`src/rtl/grf_write_arbiter.sv`:
```
// grf_write_arbiter: merges W-stage and queued multi-cycle writes onto the GRF write port,
// with WAW kill of stale queued entries and a pending-register scoreboard for the hazard unit.
module grf_write_arbiter #(
  parameter int DEPTH = 4,
  parameter int CW    = 3
) (
  input  logic          clk,
  input  logic          reset,
  input  logic          p_we,
  input  logic [4:0]    p_addr,
  input  logic [31:0]   p_data,
  input  logic [31:0]   p_pc8,
  input  logic          s_valid,
  output logic          s_ready,
  input  logic [4:0]    s_addr,
  input  logic [31:0]   s_data,
  input  logic [31:0]   s_pc8,
  output logic          RegWr,
  output logic [4:0]    A3,
  output logic [31:0]   WD,
  output logic [31:0]   pc8,
  output logic [31:0]   pending,
  output logic [CW-1:0] count
);
  localparam int AW = $clog2(DEPTH);
  logic [4:0]       q_addr [DEPTH];
  logic [31:0]      q_data [DEPTH];
  logic [31:0]      q_pc8  [DEPTH];
  logic [DEPTH-1:0] vld, kill;
  logic [AW-1:0]    wr_ptr, rd_ptr;
  logic             p_go, pop, push, head_live;
  assign p_go      = p_we && p_addr != 5'd0;
  assign pop       = !p_go && count != '0;
  assign s_ready   = reset && count != CW'(DEPTH);
  assign push      = s_valid && s_ready && s_addr != 5'd0;
  assign head_live = !kill[rd_ptr];
  always_comb begin
    pending = '0;
    for (int i = 0; i < DEPTH; i++)
      if (vld[i] && !kill[i]) pending[q_addr[i]] = 1'b1;
    pending[0] = 1'b0;
  end
  always_ff @(posedge clk)
    if (push) begin
      q_addr[wr_ptr] <= s_addr;
      q_data[wr_ptr] <= s_data;
      q_pc8[wr_ptr]  <= s_pc8;
    end
  always_ff @(posedge clk or negedge reset)
    if (!reset) begin
      wr_ptr <= '0;
      rd_ptr <= '0;
      vld    <= '0;
      kill   <= '0;
      count  <= '0;
      RegWr  <= 1'b0;
      A3     <= '0;
      WD     <= '0;
      pc8    <= '0;
    end else begin
      // an issuing primary write supersedes any older queued write to the same register
      if (p_go)
        for (int i = 0; i < DEPTH; i++)
          if (vld[i] && q_addr[i] == p_addr) kill[i] <= 1'b1;
      if (pop) begin
        vld[rd_ptr] <= 1'b0;
        rd_ptr      <= rd_ptr + AW'(1);
      end
      if (push) begin
        vld[wr_ptr]  <= 1'b1;
        kill[wr_ptr] <= 1'b0;
        wr_ptr       <= wr_ptr + AW'(1);
      end
      count <= count + CW'(push) - CW'(pop);
      RegWr <= p_go || (pop && head_live);
      if (p_go) begin
        A3  <= p_addr;
        WD  <= p_data;
        pc8 <= p_pc8;
      end else if (pop && head_live) begin
        A3  <= q_addr[rd_ptr];
        WD  <= q_data[rd_ptr];
        pc8 <= q_pc8[rd_ptr];
      end
    end
endmodule

```
`config.mk`:
```
export PLATFORM = sky130hd
export DESIGN_NAME = grf_write_arbiter
export DESIGN_NICKNAME = d
export VERILOG_FILES = /design/src/rtl/grf_write_arbiter.sv
export SDC_FILE = /design/constraint.sdc
export NUM_CORES = 1
export LEC_CHECK = 0
export CAP_MARGIN = 0
export CELL_PAD_IN_SITES_DETAIL_PLACEMENT = 0
export CELL_PAD_IN_SITES_GLOBAL_PLACEMENT = 1
export CORE_ASPECT_RATIO = 0.9
export CORE_MARGIN = 2
export CORE_UTILIZATION = 40
export DETAILED_ROUTE_END_ITERATION = 16
export GPL_ROUTABILITY_DRIVEN = 0
export HOLD_SLACK_MARGIN = 0.15
export PLACE_DENSITY_LB_ADDON = 0.1
export SYNTH_ARGS = -nofsm -noshare
export SYNTH_HDL_FRONTEND = slang
export SYNTH_SLANG_ARGS = --single-unit
```
`constraint.sdc`:
```
create_clock -name clk -period 4.8 [get_ports clk]
set_input_delay 0.48 -clock clk [delete_from_list [all_inputs] [get_ports clk]]
set_output_delay 0.48 -clock clk [all_outputs]
set_load 0.01 [all_outputs]
```
* Word level (Yosys, flattened, before mapping)
Memory sizes are Yosys's and may differ from the RTL's. Index checks and enable logic that the tools add are counted.
Storage, ports and cells: flip-flop bits (word level) 85, memories kept 3, word-level logic and storage cells 106, RAM bits 276, input bits 142
Operators by class: reductions and logical operators 31, $add $sub $neg 4, magnitude comparators 12, equal/unequal tests 5, multiplexer cells 34, bitwise operators 8
Memory list:
- q_data | depth 4, width 32, rd ports 1, clocked after Yosys merged registers in 0, wr ports 1, RTL line 27 | logic [31:0] q_data [DEPTH];
- q_pc8 | depth 4, width 32, rd ports 1, clocked after Yosys merged registers in 0, wr ports 1, RTL line 28 | logic [31:0] q_pc8 [DEPTH];
- q_addr | depth 4, width 5, rd ports 5, clocked after Yosys merged registers in 0, wr ports 1, RTL line 26 | logic [4:0] q_addr [DEPTH];
Operator list (number):
- 2-to-1 mux 32 bit | 8
- OR 32 bit | 3
- less-than comparator 5 x 6 -> 1 bit (second input constant) | 4
- demux 1 bit (select 5 bit) | 4
- == test 5 bit | 4
- >= comparator 5 x 1 -> 1 bit (second input constant) | 4
- logical AND 1 bit | 20
- 2-to-1 mux 4 bit | 4
- 2-to-1 mux 1 bit | 13
- 2-to-1 mux 5 bit | 2
- nonzero test 5 bit | 2
- bitwise AND 4 bit | 2
- NOT 4 bit | 2
- logical NOT 1 bit | 6
- less-than comparator 2 x 3 -> 1 bit (second input constant) | 2
- adder 2 x 1 -> 2 bit (second input constant) | 2
- demux 1 bit (select 2 bit) | 2
- >= comparator 2 x 1 -> 1 bit (second input constant) | 2
- OR 4 bit | 1
- adder 3 x 1 -> 3 bit | 1
- != test 3 bit (second input constant) | 1
- nonzero test 3 bit | 1
- subtractor 3 x 1 -> 3 bit | 1
- binary-select mux 1 bit (select 2 bit) | 1
- 2 further kinds | 2

* Depth between registers and ports, before layout
Gate-level depths: netlist (run 1). An unclocked memory read counts as a cell.
word-level depth 12, mapped depth 9, depth with buffers taken out 8

* Worst setup path after synthesis (run 1)
Ideal clock, no wire load.
kind in2reg, start input reset, end memory q_addr[0][0] (enable), stages on the path 4, setup time 0.434 ns, data required time 4.366 ns, buffers on the path 1, path slack 1.244 ns, arrival time 3.122 ns, cells stage by stage a21boi_0 > o211a_1 > clkbuf_1 > and2_1
On the way: cells in the longest elaborated chain, start to end 5
RTL lines:
- from (decl) | RTL line 8 | input logic reset,
- logical AND 1 bit | RTL line 34 | assign s_ready = reset && count != CW'(DEPTH);
- logical AND 1 bit (2 in a row) | RTL line 35 | assign push = s_valid && s_ready && s_addr != 5'd0;
- 2-to-1 mux 1 bit | RTL line 44 | if (push) begin
- 2-to-1 mux 1 bit (implied by the code) | RTL line 45 | q_addr[wr_ptr] <= s_addr;
- to (decl) | RTL line 26
No other way between the ends.

==> results.ini, run 1 <==
[status]
status = finished, final reports clean

[setup_path]
cp_slowest_cell = nor4bb_2
crit_fanout = 8
cp.buffers_inverters = 1
worstPathArrival_ns = 2.96
reg2reg_from = rd_ptr[0]
critPathRequiredTime_ns = 4.32
rr_worst_depth = 5
cp_num_cells = 4
critPathLaunchType = flip-flop
cp_top_family = simple AND/OR/NAND/NOR gates
worstSetupPathType = flip-flop to output pin
regToRegEndpoint = WD[11]
r2r_slack_ns = 2.03
crit_path_cell_trace = nor4bb_2, a22oi_1, o221ai_1, clkdlybuf4s50_1
critical_path.max_stage_delay_ns = 0.99
end_kind = output pin

[pwr]
pwr_density_cell_mw_per_mm2 = 543
ir_drop_mv = 0.377
power.leakage_nw = 6.76
power_mw = 10.8

[detailed_routing]
final_antenna_net_count = 0
avgViaCountPerCell = 5.42
vias = 9744
wirelength_um = 40300
wl_per_cell_um = 22.4
first_pass_iters = 5
first_iter_violations = 755
drc_errors = 0

[logic_synthesis]
yosys.area.top_type_share_pct = 52.8
syn_nets = 1164
synth_area_leaders = edfxtp_1 (53%), dfrtp_1 (14%), mux4_2 (10%)
synth-main-ff-cell = edfxtp_1
yosysSeqAreaShare_pct = 66.3
yosysMostFrequentCell = edfxtp_1
synth_warnings = 0
synth.avg_cell_area_um2 = 15.5
yosys.area.top_type = edfxtp_1
synth.cell_area_mm2 = 0.0157
synth_edf_count = 276
synth-async-reset-ratio_pct = 23.5
syn_inst = 1012
ys_types = 54
synth_common_cells = edfxtp_1 (276), nand2_1 (150), dfrtp_1 (85), mux4_2 (70), a31oi_1 (68)
synth_seq_cells = 361

[hold_path]
whs_endpoint = WD[15]
holdPathStages = 3
worstHoldStart = p_data[15]
hp-class = primary input to flip-flop

[die]
num_io_pins = 248
die-width_um = 213
die_area_mm2 = 0.0408
core_area_mm2 = 0.0385
die_y_um = 192
row_count = 68
start_util_pct = 40.7

[grt]
grt_pass1_wl_um = 60900
first_global_vias = 10000
grt-ovfl-total = 0
antenna_found_initial = 5
grt_use_total_pct = 19.9
grt_max_degree = 74

[sta]
finClkSkew_ns = 0.0103
tns_ns = 0
setup_viol = 0
grt_setup_unrepaired = false
drv_slew = 0
maxSlewHeadroom_pct = 26.5
fin_crit_sh_pct = 71.8
tightest_slew_ns = 1.09
finalHoldViolations = 0
clock.fmax_ghz = 0.290
period_needed_ns = 3.44

[cts]
ctsHtreeMaxLevel = 2
cts_buffers = 40
cts-root-buf = clkbuf_16
clk_pin_slew_ns = 0.06
insertion_delay_ns = 0.52
clock_sinks = 361
cts-resized-gates = 0
clockBufferDepth = 3
cts_tree = yes

[placement]
hpwl_um = 25200
dpl-instance-area_mm2 = 0.0186
io_buffers = 246

[layout]
drive_gt1_share_pct = 18.0
nFillCells = 3278
area_growth_pct = 27.1
layout.nets = 1391
fin_area_mm2 = 0.0199

[run]
maxCapViolations = 0

## worst max path at each step
stage                            start      endpoint  slack [ns]
after floorplan                  reset  q_addr[0][0]        1.24
after global placement       p_addr[1]      count[2]        1.33
after detailed placement     p_addr[1]      count[2]        1.30
after CTS                 q_addr[2][0]   pending[29]        1.40
after global routing      q_addr[2][0]    pending[1]        1.31
final                     q_addr[2][0]   pending[29]        1.36
## power by group
part           total, mW  switching (mW)  leakage, nW  internal [mW]
Sequential          4.40           0.406         3.51           3.99
Combinational       3.39            1.72         2.61           1.67
Clock               3.04            1.18        0.632           1.86
## worst register-to-register path, delay by kind of cell (launching register included)
family          cells  cell delay, ns
buf+inv             2            1.33
compound gates      1            0.10
simple gates        1            0.15
flops               1            0.41
mux                 1            0.61
## metrics by stage
stage / cells / setup slack [ns] / util (%) / hold slack, ns
after floorplan: 1012 / 1.24 / - / 0.184
after global placement: 1721 / 1.33 / 48.3 / 0.473
after detailed placement: 1721 / 1.30 / 48.3 / 0.473
after CTS: 1794 / 1.40 / 51.7 / 0.488
after global routing: 1795 / 1.31 / 51.7 / 0.515
final: 1799 / 1.36 / 51.8 / 0.513
## sequential cells by signal, summed over array words and instances, names as in the netlist, 3 cells and up
name    flops
kill        4
pc8        32
q_addr     20
vld         4
q_data    128
WD         32
A3          5
q_pc8     128
count       3
## metal layers
metal  part of all wire (%)  vias up  global-route usage, %
li1                       -     4404                      -
met1                     46     4977                   29.1
met2                     45      315                   30.3
met3                    6.8       48                   4.45
met4                    1.6        0                   4.63
met5                      0        -                      0
## final cells by class
| class | count | area [um^2] | share of cell area [%] |
|---|---|---|---|
| repair buffers | 265 | 2680 | 13.4 |
| clock buffers | 51 | 1080 | 5.43 |
| diodes | 5 | 12.5 | 0.0627 |
| well taps | 525 | 657 | 3.29 |
| clock inverters | 21 | 228 | 1.14 |
| multi-input cells | 562 | 4830 | 24.2 |
| inverters | 9 | 33.8 | 0.169 |
| flip-flops and latches | 361 | 10400 | 52.2 |
## logic make-up after synthesis
kind of cell	count (synthesis)	share of synthesized area [%]
AO/OA/AOI/OAI	149	6.58
XOR/XNOR	25	1.39
adder cells (fa/ha/maj)	10	0.845
buffers and inverters	89	3.16
flip-flops	361	66.3
multiplexers	72	10.2
other	1	0.0239
AND/OR/NAND/NOR	305	11.5
## cell usage in the layout, fill, tap and decap left out, types with 15 or more instances in the layout
cell             Yosys  final
clkdlybuf4s50_1      0    245
o221ai_1            21     21
nor2_1              19     19
edfxtp_1           276    276
a31oi_1             68     68
a22oi_1             16     16
nor3_2              65     65
nand2_1            150    150
a21oi_1             15     15
mux4_2              70     70
dfrtp_1             85     83
xor2_1              17     17
clkbuf_16            0     41
## what timing repair did
item / CTS / global route
hold buffers: 1 / 0
setup buffers: 0 / 0
endpoints found under the hold margin: 30 / 0
endpoints found under the setup margin: 0 / 0
No activity file was read; power rests on OpenSTA's default activity.
==> inputs of run 2 (changes only) <==
clock period = 3.5 ns   (was 4.8 ns; I/O delays follow)
==> results.ini, run 2 (synthesis results as in run 1) <==
[setup_path]
critPathRequiredTime_ns = 3.15  ; -1.17 ns
worstPathArrival_ns = 2.72  ; -0.24 ns
critical_path.max_stage_delay_ns = 0.61  ; -0.38 ns
worstSetupPathType = flip-flop to output pin
cp_slowest_cell = clkdlybuf4s50_1
end_kind = output pin
cp.buffers_inverters = 1  ; unchanged
crit_path_cell_trace = nand4bb_1, o221ai_1, clkdlybuf4s50_1
cp_top_family = buffers and inverters
critPathLaunchType = flip-flop
crit_fanout = 8  ; unchanged

[pwr]
switchingPower_mw = 4.57  ; +38%
p_int_mw = 10.3  ; +37%
power_mw = 14.9  ; +37%
sequentialPowerShare_pct = 40.4  ; -0.2 points
swShare_pct = 30.8  ; +0.27 points
pwr_density_cell_mw_per_mm2 = 742  ; +37%
ir_drop_mv = 0.404  ; +7.1%
p_comb_share_pct = 31.7  ; +0.4 points
power.leakage_nw = 6.84  ; +1.1%
pwr-share-clk_pct = 27.9  ; -0.2 points

[sta]
period_needed_ns = 3.07
whs_ns = 0.369  ; -0.144 ns
setup_viol = 0  ; unchanged
tightest_slew_ns = 1.06  ; -0.0238 ns
finClkSkew_ns = 0.0184  ; +0.00811 ns
grt_setup_unrepaired = false
clock.fmax_ghz = 0.326
tns_ns = 0  ; unchanged
drv_slew = 0  ; unchanged
fin_crit_sh_pct = 87.6
finalHoldViolations = 0  ; unchanged
maxSlewHeadroom_pct = 28.8  ; +2.4 points

[grt]
first_global_vias = 10200  ; +2.0%
grt_max_degree = 138  ; +86%
antenna_found_initial = 4  ; -1
grt_pass1_wl_um = 61800  ; +1.4%
grt_use_total_pct = 20.1  ; +0.28 points
grt-ovfl-total = 0  ; unchanged

[cts]
cts-root-buf = clkbuf_16
cts_tree = yes
cts_buffers = 40  ; unchanged
insertion_delay_ns = 0.54  ; +0.02 ns
cts_setup_buffers = 0  ; unchanged
clk_pin_slew_ns = 0.06  ; about the same
clock_sinks = 361  ; unchanged
ctsHtreeMaxLevel = 2  ; unchanged
clockBufferDepth = 3  ; unchanged

[layout]
fin_area_mm2 = 0.0200  ; +0.39%
nFillCells = 3271  ; -0.21%
layout_common_cells = edfxtp_1 (276), clkdlybuf4s50_1 (245), nand2_1 (150)
n_antenna_cell = 0  ; -5
layout.nets = 1402  ; +0.79%
reg.largest.list = q_data x128, q_pc8 x128
final_common_cell = edfxtp_1
drive_gt1_share_pct = 19.0  ; +1.0 points
area_growth_pct = 27.6

[run]
maxCapViolations = 0  ; unchanged

[placement]
hpwl_um = 24900  ; -1.2%
io_buffers = 246  ; unchanged
dpl-instance-area_mm2 = 0.0187  ; +0.51%

[detailed_routing]
final_antenna_net_count = 0  ; unchanged
wl_per_cell_um = 22.4  ; about the same
wirelength_um = 40400  ; +0.33%
drc_errors = 0  ; unchanged
vias = 9774  ; +0.31%
first_pass_iters = 5  ; unchanged
avgViaCountPerCell = 5.41  ; about the same
first_iter_violations = 627  ; -17%

[die]
die_y_um = 192  ; unchanged
die_area_mm2 = 0.0408  ; unchanged
start_util_pct = 40.7  ; unchanged
row_count = 68  ; unchanged
die-width_um = 213  ; unchanged
num_io_pins = 248  ; unchanged
core_area_mm2 = 0.0385  ; unchanged

[hold_path]
hp-class = primary input to flip-flop

[status]
status = finished, final reports clean

## run 2: what timing repair did
action	CTS	global route
gates resized for setup	0	0
hold buffers	1	0
hold endpoints to repair	23	0
## run 2: final timing paths
path | from | end | slack (ns) | cells after the start
setup / recovery | q_addr[0][1] | pending[29] | 0.43 | 3
hold reg to reg | wr_ptr[1] | wr_ptr[1] | 0.55 | 1
setup reg to reg | rd_ptr[0] | pc8[9] | 0.89 | 4
min in group asynchronous | reset | WD[13] | 0.39 | 3
max in group asynchronous | reset | rd_ptr[1] | 1.81 | 4
hold / removal | p_data[3] | WD[3] | 0.37 | 3
## run 2: layout make-up
type	instances	area [um^2]	area share [%]
flip-flops and latches	361	10400	52.0
well taps	525	657	3.28
multi-input cells	562	4820	24.1
clock buffers	57	1130	5.67
repair buffers	276	2790	13.9
clock inverters	16	171	0.856
inverters	9	33.8	0.169
## run 2: worst min-delay path, cell delays in order
cell and delay [ns]:
clkdlybuf4s50_1 0.39, nand2_1 0.05, a31oi_1 0.07
## run 2: stage by stage
step | std cells | worst slack (ns) | utilization [%]
4_1_cts | 1806 | 0.444 | 52.0
5_1_grt | 1806 | 0.340 | 52.0
3_3_place_gp | 1732 | 0.409 | 48.5
6_report | 1806 | 0.434 | 52.0
2_1_floorplan | 1012 | 0.689 | -
3_5_place_dp | 1732 | 0.442 | 48.5
## run 2: power by group through the flow
stage | clock (mW) | sequential (mW) | combinational [mW]
finish | 4.15 | 6.00 | 4.72
global route | 4.42 | 6.11 | 5.15
CTS | 4.27 | 6.01 | 4.83
detailed placement | 0 | 6.08 | 4.81
global placement | 0 | 6.08 | 4.83
floorplan | 0 | 6.14 | 2.65
## run 2: layer usage
metal	vias to the layer above	global-route usage [%]	part of all wire, %
met5	-	0	0.13
met2	313	30.7	45
li1	4419	-	-
met3	68	4.59	6.9
met4	8	5.11	1.8
met1	4966	29.4	46
==> inputs of run 3 (changes only) <==
HOLD_SLACK_MARGIN = 0.06   (was 0.15)
==> results of run 3 <==
The final DEF is identical to that of run 2; final timing and power are the same.
==> RTL edit: new RTL, flow settings as in run 3 <==
Set the parameter `DEPTH` to 2 (it was 4).
--- a/src/rtl/grf_write_arbiter.sv
+++ b/src/rtl/grf_write_arbiter.sv
@@ -2,5 +2,5 @@
 // with WAW kill of stale queued entries and a pending-register scoreboard for the hazard unit.
 module grf_write_arbiter #(
-  parameter int DEPTH = 4,
+  parameter int DEPTH = 2,
   parameter int CW    = 3
 ) (
Check against the original RTL: not equivalent (Yosys sat finds a counterexample within 4 cycles, from zero or initial values and one cycle with reset low).
==> RTL edit against run 3 <==
Synthesized area is 42% lower; setup slack gained 290 ps; die area shrank 41%; critical path type unchanged; design area shrank 37%; fmax up 11%; total power down 42%; wire length down 44%; highest routed layer is now met4; sequential cell count decreased by 144.
==> RTL edit: results (changes against run 3) <==
- Outcome: complete, no violations
- Delay-heaviest family, CP: simple AND/OR/NAND/NOR gates
- Met1 Usage GRT: 24.39% (-5.0 points)
- 1st-iter DRT viols: 448 (-29%)
- Via/cell ratio: 5.052 (-6.6%)
- # fillers: 1,839 (-44%)
- Worst r2r src: count[1]
- First-pass GRT wire length: 35,460 um (-43%)
- Gate power share: 30.3% (-1.4 points)
- Leakage: 4.543 nW (-34%)
- VDD IR max: 0.4239 mV (+4.9%)
- Count of cell types in the netlist: 33 (-39%)
- Layout Nets: 1,033 (-26%)
- Post-layout min period: 2771 ps (-294.9 ps)
- Met2 usage in global routing: 32.52% (+1.9 points)
- XOR/XNOR share of the synthesized area: 1.349% (-0.046 points)
- Register area share after synthesis: 67.34% (+0.99 points)
- Mux share of post-synthesis cell area: 16.26% (+6.1 points)
- DP HPWL: 15,440 um (-38%)
- DR WL met3: 1598 um (-42%)
- R2R Setup Slk: 850 ps (-40 ps)
- Highest routed layer: met4
- Post-synthesis async set-or-reset flop share: 36.41% (+13 points)
- Compound-Gate Fraction of Synth Area: 6.401% (-0.18 points)
- Gr usage total: 18.86% (-1.3 points)
- Syn nets: 789 (-32%)
- Worst Clk Skew: 6.613 ps (-11.81 ps)
- Power share of the clock group: 28.6% (+0.7 points)
- Crit-path slowest cell: or3b_2
- Clk_lat worst skew: 500 ps (-40 ps)
- Int Power: 0.006167 W (-40%)
- Biggest regs: q_data (64), q_pc8 (64)
- Final wirelength: 22,790 um (-44%)
- Met2 WL: 11,080 um (-39%)
- Final non-filler cell total: 1,202 (-33%)
- Reg2reg path depth: 8 (+4)
- Vias in the first global route: 6,512 (-36%)
- CTS Buf Count: 23 (-43%)
- Worst Path Arrival: 2420 ps (-300 ps)
- H-tree levels: 1 (-1)
- Slowest stage delay, CP: 580 ps (-30 ps)
- Met1 wire length: 9711 um (-48%)
- Pre-CTS WS: 561.7 ps (+119.3 ps)
==> RTL edit: changes by cell type after synthesis, sizes merged, moves of 16 or more <==
cell / delta
o21ai: +65
a31oi: -68
o221ai: -21
a22oi: -16
mux4: -70
buf: -31
mux2: +68
nand2: -70
o22ai: +31
mux2i: +69
nor3: -68
edfxtp: -138
==> RTL edit: how the worst min path moves through the flow <==
| stage | from | endpoint | slack [ps] | depth (start not counted) |
|---|---|---|---|---|
| 3_3_place_gp | reset | pc8[17] | 480 | 2 |
| 4_1_cts | p_data[4] | WD[4] | 390 | 3 |
| 6_report | p_data[4] | WD[4] | 400 | 3 |
| 5_1_grt | p_data[3] | WD[3] | 390 | 3 |
| 3_5_place_dp | reset | pc8[17] | 500 | 2 |
| 2_1_floorplan | reset | A3[0] | 50 | 0 |
==> RTL edit: cell type report <==
type	instances	share of cell area [%]
inverters	1	0.02960
well taps	297	2.931
clock inverters	8	0.9276
flip-flops and latches	217	48.30
multi-input cells	387	22.37
clock buffers	33	5.151
repair buffers	259	20.29
